$ cat src/rtl/graphics_type_pkg.sv
`default_nettype none
// ============================================================================
// Module      : graphics_type_pkg
// Description : Shared geometry types for the scene-object and triangle setup
//               blocks: model vertices, indexed triangles, 4:4:4 color and
//               screen-space triangles. Also holds the setup FSM encoding and
//               the screen-space signed area helper.
// Revision    : 1.0 - initial release
// ============================================================================
package graphics_type_pkg;

    // Screen origin and fixed-point format of the sin/cos inputs
    localparam int SCREEN_CX = 320;
    localparam int SCREEN_CY = 240;
    localparam int Q_FRAC    = 8;

    // Field widths
    localparam int COORD_W  = 10;
    localparam int SCREEN_W = 11;
    localparam int VIDX_W   = 4;
    localparam int TIDX_W   = 4;
    localparam int AREA_W   = 23;

    typedef struct packed {
        logic [3:0] r;
        logic [3:0] g;
        logic [3:0] b;
    } color_t;

    typedef struct packed {
        logic signed [COORD_W-1:0] x;
        logic signed [COORD_W-1:0] y;
        logic signed [COORD_W-1:0] z;
    } vertex_3d_t;

    // Vertex indices are one bit wider than needed for 8 vertices so that
    // out-of-range references can be represented and detected.
    typedef struct packed {
        logic [VIDX_W-1:0] v0;
        logic [VIDX_W-1:0] v1;
        logic [VIDX_W-1:0] v2;
        color_t            color;
    } triangle_t;

    typedef struct packed {
        logic signed [SCREEN_W-1:0] x;
        logic signed [SCREEN_W-1:0] y;
    } screen_vertex_t;

    typedef struct packed {
        screen_vertex_t [0:2] v;
        color_t               color;
        logic [TIDX_W-1:0]    idx;
    } screen_triangle_t;

    typedef enum logic [2:0] {
        ST_IDLE   = 3'd0,
        ST_FETCH  = 3'd1,
        ST_XFORM0 = 3'd2,
        ST_XFORM1 = 3'd3,
        ST_XFORM2 = 3'd4,
        ST_CULL   = 3'd5,
        ST_EMIT   = 3'd6,
        ST_DONE   = 3'd7
    } tse_state_t;

    // Twice the signed screen-space area; negative means the winding faces
    // the viewer (screen Y grows downward).
    function automatic logic signed [AREA_W-1:0] tri_area(
        input screen_vertex_t a,
        input screen_vertex_t b,
        input screen_vertex_t c
    );
        logic signed [AREA_W-1:0] dx1;
        logic signed [AREA_W-1:0] dy1;
        logic signed [AREA_W-1:0] dx2;
        logic signed [AREA_W-1:0] dy2;
        dx1 = AREA_W'(b.x) - AREA_W'(a.x);
        dy1 = AREA_W'(b.y) - AREA_W'(a.y);
        dx2 = AREA_W'(c.x) - AREA_W'(a.x);
        dy2 = AREA_W'(c.y) - AREA_W'(a.y);
        return (dx1 * dy2) - (dx2 * dy1);
    endfunction

endpackage
`default_nettype wire

$ cat src/rtl/tri_setup_engine_rotate.sv
`default_nettype none
// ============================================================================
// Module      : vertex_rotate_y
// Description : Combinational Y-axis rotation of one model vertex followed by
//               orthographic projection to screen space.
// Revision    : 1.0 - initial release
// ============================================================================
module vertex_rotate_y
    import graphics_type_pkg::*;
#(
    parameter int CENTER_X = SCREEN_CX,
    parameter int CENTER_Y = SCREEN_CY
) (
    input  vertex_3d_t         i_vertex,
    input  logic signed [9:0]  i_cos,
    input  logic signed [9:0]  i_sin,
    output screen_vertex_t     o_screen
);

    logic signed [19:0] w_prod_x;
    logic signed [19:0] w_prod_z;
    logic signed [20:0] w_sum;

    // Q1.8 products; the 21-bit sum cannot overflow for 10-bit operands
    assign w_prod_x = i_vertex.x * i_cos;
    assign w_prod_z = i_vertex.z * i_sin;
    assign w_sum    = 21'(w_prod_x) + 21'(w_prod_z);

    // Screen Y grows downward, so model Y is subtracted from the centre
    assign o_screen.x = 11'(21'(CENTER_X) + (w_sum >>> Q_FRAC));
    assign o_screen.y = 11'(11'(CENTER_Y) - 11'(i_vertex.y));

endmodule
`default_nettype wire

$ cat src/rtl/tri_setup_engine.sv
`default_nettype none
// ============================================================================
// Module      : tri_setup_engine
// Description : Walks the triangle list once per start, rotates each vertex
//               about Y, projects to screen space, back-face culls and emits
//               surviving triangles over a valid/ready interface.
// Revision    : 1.0 - initial release
// ============================================================================
module tri_setup_engine
    import graphics_type_pkg::*;
#(
    parameter int NUM_VERTS = 8,
    parameter int NUM_TRIS  = 12,
    parameter int CENTER_X  = SCREEN_CX,
    parameter int CENTER_Y  = SCREEN_CY,
    parameter bit CULL_EN   = 1'b1
) (
    input  logic              clk,
    input  logic              rst,
    input  logic              start,
    input  logic signed [9:0] cos_q,
    input  logic signed [9:0] sin_q,
    input  vertex_3d_t        vertices  [0:NUM_VERTS-1],
    input  triangle_t         triangles [0:NUM_TRIS-1],
    output logic              out_valid,
    input  logic              out_ready,
    output screen_triangle_t  out_tri,
    output logic              busy,
    output logic              done
);

    localparam int VSEL_W = $clog2(NUM_VERTS);
    localparam logic [TIDX_W-1:0] C_LAST_IDX = TIDX_W'(NUM_TRIS - 1);

    tse_state_t           r_state_q,     w_state_d;
    logic [TIDX_W-1:0]    r_idx_q,       w_idx_d;
    triangle_t            r_tri_q,       w_tri_d;
    logic signed [9:0]    r_cos_q,       w_cos_d;
    logic signed [9:0]    r_sin_q,       w_sin_d;
    screen_vertex_t [0:2] r_sv_q,        w_sv_d;
    logic                 r_out_valid_q, w_out_valid_d;
    screen_triangle_t     r_out_tri_q,   w_out_tri_d;
    logic                 r_busy_q,      w_busy_d;
    logic                 r_done_q,      w_done_d;

    logic [VIDX_W-1:0]        w_vidx;
    vertex_3d_t               w_vtx;
    screen_vertex_t           w_rot;
    logic signed [AREA_W-1:0] w_area;
    logic                     w_keep;
    logic                     w_last;

    // Pick the vertex index for the transform step currently in progress
    always_comb begin
        w_vidx = r_tri_q.v0;
        case (r_state_q)
            ST_XFORM1: w_vidx = r_tri_q.v1;
            ST_XFORM2: w_vidx = r_tri_q.v2;
            default:   w_vidx = r_tri_q.v0;
        endcase
    end

    // Out-of-range indices read as the origin rather than aliasing a vertex
    assign w_vtx = ({1'b0, w_vidx} < (VIDX_W + 1)'(NUM_VERTS)) ?
                   vertices[w_vidx[VSEL_W-1:0]] : '0;

    vertex_rotate_y #(
        .CENTER_X (CENTER_X),
        .CENTER_Y (CENTER_Y)
    ) u_rotate (
        .i_vertex (w_vtx),
        .i_cos    (r_cos_q),
        .i_sin    (r_sin_q),
        .o_screen (w_rot)
    );

    assign w_area = tri_area(r_sv_q[0], r_sv_q[1], r_sv_q[2]);
    assign w_keep = !CULL_EN || (w_area < AREA_W'(0));
    assign w_last = (r_idx_q == C_LAST_IDX);

    // Next-state and datapath update for the per-triangle sequence
    always_comb begin
        w_state_d     = r_state_q;
        w_idx_d       = r_idx_q;
        w_tri_d       = r_tri_q;
        w_cos_d       = r_cos_q;
        w_sin_d       = r_sin_q;
        w_sv_d        = r_sv_q;
        w_out_valid_d = r_out_valid_q;
        w_out_tri_d   = r_out_tri_q;
        case (r_state_q)
            ST_IDLE: begin
                if (start) begin
                    w_state_d = ST_FETCH;
                    w_idx_d   = '0;
                    w_cos_d   = cos_q;
                    w_sin_d   = sin_q;
                end
            end
            ST_FETCH: begin
                w_tri_d   = triangles[r_idx_q];
                w_state_d = ST_XFORM0;
            end
            ST_XFORM0: begin
                w_sv_d[0] = w_rot;
                w_state_d = ST_XFORM1;
            end
            ST_XFORM1: begin
                w_sv_d[1] = w_rot;
                w_state_d = ST_XFORM2;
            end
            ST_XFORM2: begin
                w_sv_d[2] = w_rot;
                w_state_d = ST_CULL;
            end
            ST_CULL: begin
                if (w_keep) begin
                    w_out_tri_d.v     = r_sv_q;
                    w_out_tri_d.color = r_tri_q.color;
                    w_out_tri_d.idx   = r_idx_q;
                    w_out_valid_d     = 1'b1;
                    w_state_d         = ST_EMIT;
                end else if (w_last) begin
                    w_state_d = ST_DONE;
                end else begin
                    w_idx_d   = r_idx_q + TIDX_W'(1);
                    w_state_d = ST_FETCH;
                end
            end
            ST_EMIT: begin
                if (out_ready) begin
                    w_out_valid_d = 1'b0;
                    if (w_last) begin
                        w_state_d = ST_DONE;
                    end else begin
                        w_idx_d   = r_idx_q + TIDX_W'(1);
                        w_state_d = ST_FETCH;
                    end
                end
            end
            ST_DONE: begin
                w_state_d = ST_IDLE;
            end
            default: begin
                w_state_d = ST_IDLE;
            end
        endcase
        w_busy_d = (w_state_d != ST_IDLE);
        w_done_d = (w_state_d == ST_DONE);
    end

    // State and registered outputs; reset abandons any in-flight triangle
    always_ff @(posedge clk) begin
        if (rst) begin
            r_state_q     <= ST_IDLE;
            r_idx_q       <= '0;
            r_tri_q       <= '0;
            r_cos_q       <= '0;
            r_sin_q       <= '0;
            r_sv_q        <= '0;
            r_out_valid_q <= 1'b0;
            r_out_tri_q   <= '0;
            r_busy_q      <= 1'b0;
            r_done_q      <= 1'b0;
        end else begin
            r_state_q     <= w_state_d;
            r_idx_q       <= w_idx_d;
            r_tri_q       <= w_tri_d;
            r_cos_q       <= w_cos_d;
            r_sin_q       <= w_sin_d;
            r_sv_q        <= w_sv_d;
            r_out_valid_q <= w_out_valid_d;
            r_out_tri_q   <= w_out_tri_d;
            r_busy_q      <= w_busy_d;
            r_done_q      <= w_done_d;
        end
    end

    assign out_valid = r_out_valid_q;
    assign out_tri   = r_out_tri_q;
    assign busy      = r_busy_q;
    assign done      = r_done_q;

endmodule
`default_nettype wire

$ cat config.mk
export PLATFORM = sky130hd
export DESIGN_NAME = tri_setup_engine
export DESIGN_NICKNAME = d
export VERILOG_FILES = /design/src/rtl/graphics_type_pkg.sv /design/src/rtl/tri_setup_engine_rotate.sv /design/src/rtl/tri_setup_engine.sv
export SDC_FILE = /design/constraint.sdc
export NUM_CORES = 2
export LEC_CHECK = 0
export BUFFER_PORTS_ARGS = -buffer_cell sky130_fd_sc_hd__clkbuf_2
export CORE_ASPECT_RATIO = 1.75
export CORE_MARGIN = 4
export CORE_UTILIZATION = 40
export CTS_CLUSTER_SIZE = 20
export DETAILED_ROUTE_END_ITERATION = 16
export PLACE_DENSITY_LB_ADDON = 0.1
export SLEW_MARGIN = 20
export SYNTH_ARGS = -nofsm -noshare
export SYNTH_HDL_FRONTEND = slang
export SYNTH_HIERARCHICAL = 1
export SYNTH_SLANG_ARGS = --single-unit
$ cat constraint.sdc
create_clock -name clk -period 22.9 [get_ports clk]
set_clock_uncertainty 0.2 [all_clocks]
set_input_delay 5.725 -clock clk [delete_from_list [all_inputs] [get_ports clk]]
set_output_delay 5.725 -clock clk [all_outputs]
set_load 0.02 [all_outputs]
==> results.ini <==
[placed_design]
dp_slack_ps=8205
dp_hpwl_um=124000
gp_congestion=0.9813
portBuffers=636

[die]
num_rows=136
dieWidth_um=221.2
die-area_um2=84280
initial_core_util_pct=40.38
io_pins=637
coreArea_um2=78790
fp.dieH_um=381.1

[logic_synthesis]
ys.flop_type=dfxtp_1
ys_warn_count=6
synth_seq_cells=202
synth_edf_count=0
syn_nets=5026
synth_most_common_cell=nand2_1
synthTopCellsByArea=fa_1 32%, dfxtp_1 13%, ha_1 8.3%
synth_common_cells=651 x nand2_1, 588 x inv_1, 515 x fa_1
yosysSeqAreaShare_pct=12.71
yosysUniqueCellTypes=70
synth_top_cell_area_share_pct=32.41
syn-instance-count=3748
syn_avg_cell_area_um2=8.487
netlist_area_um2=31810
yosysTopAreaCell=fa_1
async_flop_share_pct=0

[timing]
hold_violations=0
rsz0062_at_grt=false
slew_violations=0
setup_viol=0
setup_tns_ps=0
period_share_pct=62.44
setup_ws_ps=8601
maxSlewHeadroom_pct=21.72
finalCriticalPeriod_ps=14300
fmax_mhz=69.94
worstMarginPinSlew_ps=1166

[clock_network]
h-tree-depth=1
hold_buffers=0
ctsResizeCount=0
root_buffer=clkbuf_16
clk_path_buf_depth=3
insertion_delay_ps=580
numCtsBuffers=24
cts.reportedPaths.clkPinSlew_ps=60
cts_setup_buffers=0
cts_tree=done
clkSinkCount=202

[worst_setup_path]
cp_common_cell=fa_1
r2r-start=r_state_q[0]
crit_type=in -> reg
cp-start-kind=primary input
cpMaxStageDelayCell=a311oi_2
r2r_cells=41
rr_endpoint=r_sv_q[65]
cp.arrival_ps=14590
crit_path_end_kind=flip-flop
max_stage_delay_ps=840
critPathMaxFanout=10
crit_required_ps=23190
r2r_slack_ps=11020

[finish]
layout.nets=5542
drive_gt1_share_pct=20.23
syn2layout_area_growth_pct=16.44

[global_route]
grt_pass1_wl_um=208000
grt-ovfl-total=0
grt_pass1_vias=30800
grt.total_usage_pct=33.76
grt_antenna_before_repair=24
grt_max_degree=121

[run]
drv_cap=0

[routing]
routed_wirelength_um=145300
post-route-drc-count=0
vias=28830
dr.pass1.iters=6
via_per_inst=5.409
ant_nets=0
drtIter0Drc=1793
wl_per_cell_um=27.27

[min_path]
holdPathStages=2
holdCritStartpoint=r_tri_q[8]
hold_path.class=reg -> reg
hold_end=out_tri[12]

[run_status]
status=completed

-- registers in the layout, summed over array words and instances, names as in the netlist --
register	flops
r_state_q	3
r_sv_q	66
out_tri	82
r_idx_q	4
r_tri_q	24
done	1
out_valid	1
r_cos_q	10
busy	1
r_sin_q	10
-- final cells by class --
cell class	instances	area [um^2]
antenna	15	37.54
clock buffer	30	623.1
clock inverter	12	229.0
fill	8086	41750
inverter	590	2216
multi-input combinational	2750	24930
sequential	202	4054
tap	1035	1295
timing repair buffer	696	3652
-- worst max-delay path by stage --
| stage | startpoint | to | slack [ps] | cells past startpoint |
|---|---|---|---|---|
| after floorplan | vertices[39] | r_sv_q[43] | 9700 | 32 |
| after global placement | vertices[36] | r_sv_q[21] | 8220 | 34 |
| after detailed placement | vertices[36] | r_sv_q[65] | 8200 | 34 |
| after CTS | vertices[36] | r_sv_q[65] | 8790 | 34 |
| after global routing | vertices[119] | r_sv_q[43] | 8290 | 31 |
| final | vertices[36] | r_sv_q[65] | 8600 | 32 |
-- per-stage QoR --
step                      std cells  util (%)  instance area (um^2)  hold slack, ps
after global routing           5326     47.00                 37030           283.9
after CTS                      5315     46.96                 37000           267.3
after floorplan                3748         -                 31810           235.1
after global placement         5273     45.87                 36140           251.7
final                          5330     47.01                 37040           265.9
after detailed placement       5273     45.88                 36140           257.1
-- cell families after synthesis --
| kind of cell | synth area share (%) |
|---|---|
| compound gates | 9.578 |
| fa+ha+maj | 40.74 |
| simple gates | 17.75 |
| xor+xnor | 3.595 |
| buf+inv | 9.546 |
| flops | 12.71 |
| mux | 6.077 |
-- cell usage in the layout (no fill, tap or decap), types with 13 or more instances in the layout --
cell       count
a311oi_1      23
fa_1         515
and3_1        34
xor2_1        30
nor2b_1       20
and2_1       104
mux2i_1       30
o211ai_1      29
clkbuf_2     635
o21ai_1       19
a21o_1        28
mux4_2        72
dfxtp_1      198
diode_2       15
nand2_1      651
a31oi_1       36
nand3_1      149
or2_2         13
inv_1        588
nor2_1       244
o21ai_0      106
buf_4         59
nand2b_1      31
xnor2_1       89
a21oi_1      203
clkbuf_16     24
ha_1         211
-- worst max-delay path: cells and delay by family --
family,cells,cell delay [ps]
XOR/XNOR,2,390
AO/OA/AOI/OAI,10,2390
buffers and inverters,3,190
adder cells (fa/ha/maj),9,4030
AND/OR/NAND/NOR,8,1820
-- layer usage --
layer | wire [um] | global-route usage (%) | vias up
li1 | - | - | 12930
met1 | 48290 | 34.52 | 14410
met2 | 75010 | 61.47 | 1140
met3 | 9736 | 7.400 | 345
met4 | 12200 | 22.31 | 16
met5 | 90 | 0 | -
Power is not shown: default switching activity piles up to over one toggle a cycle in this logic, so the estimate is an artifact.
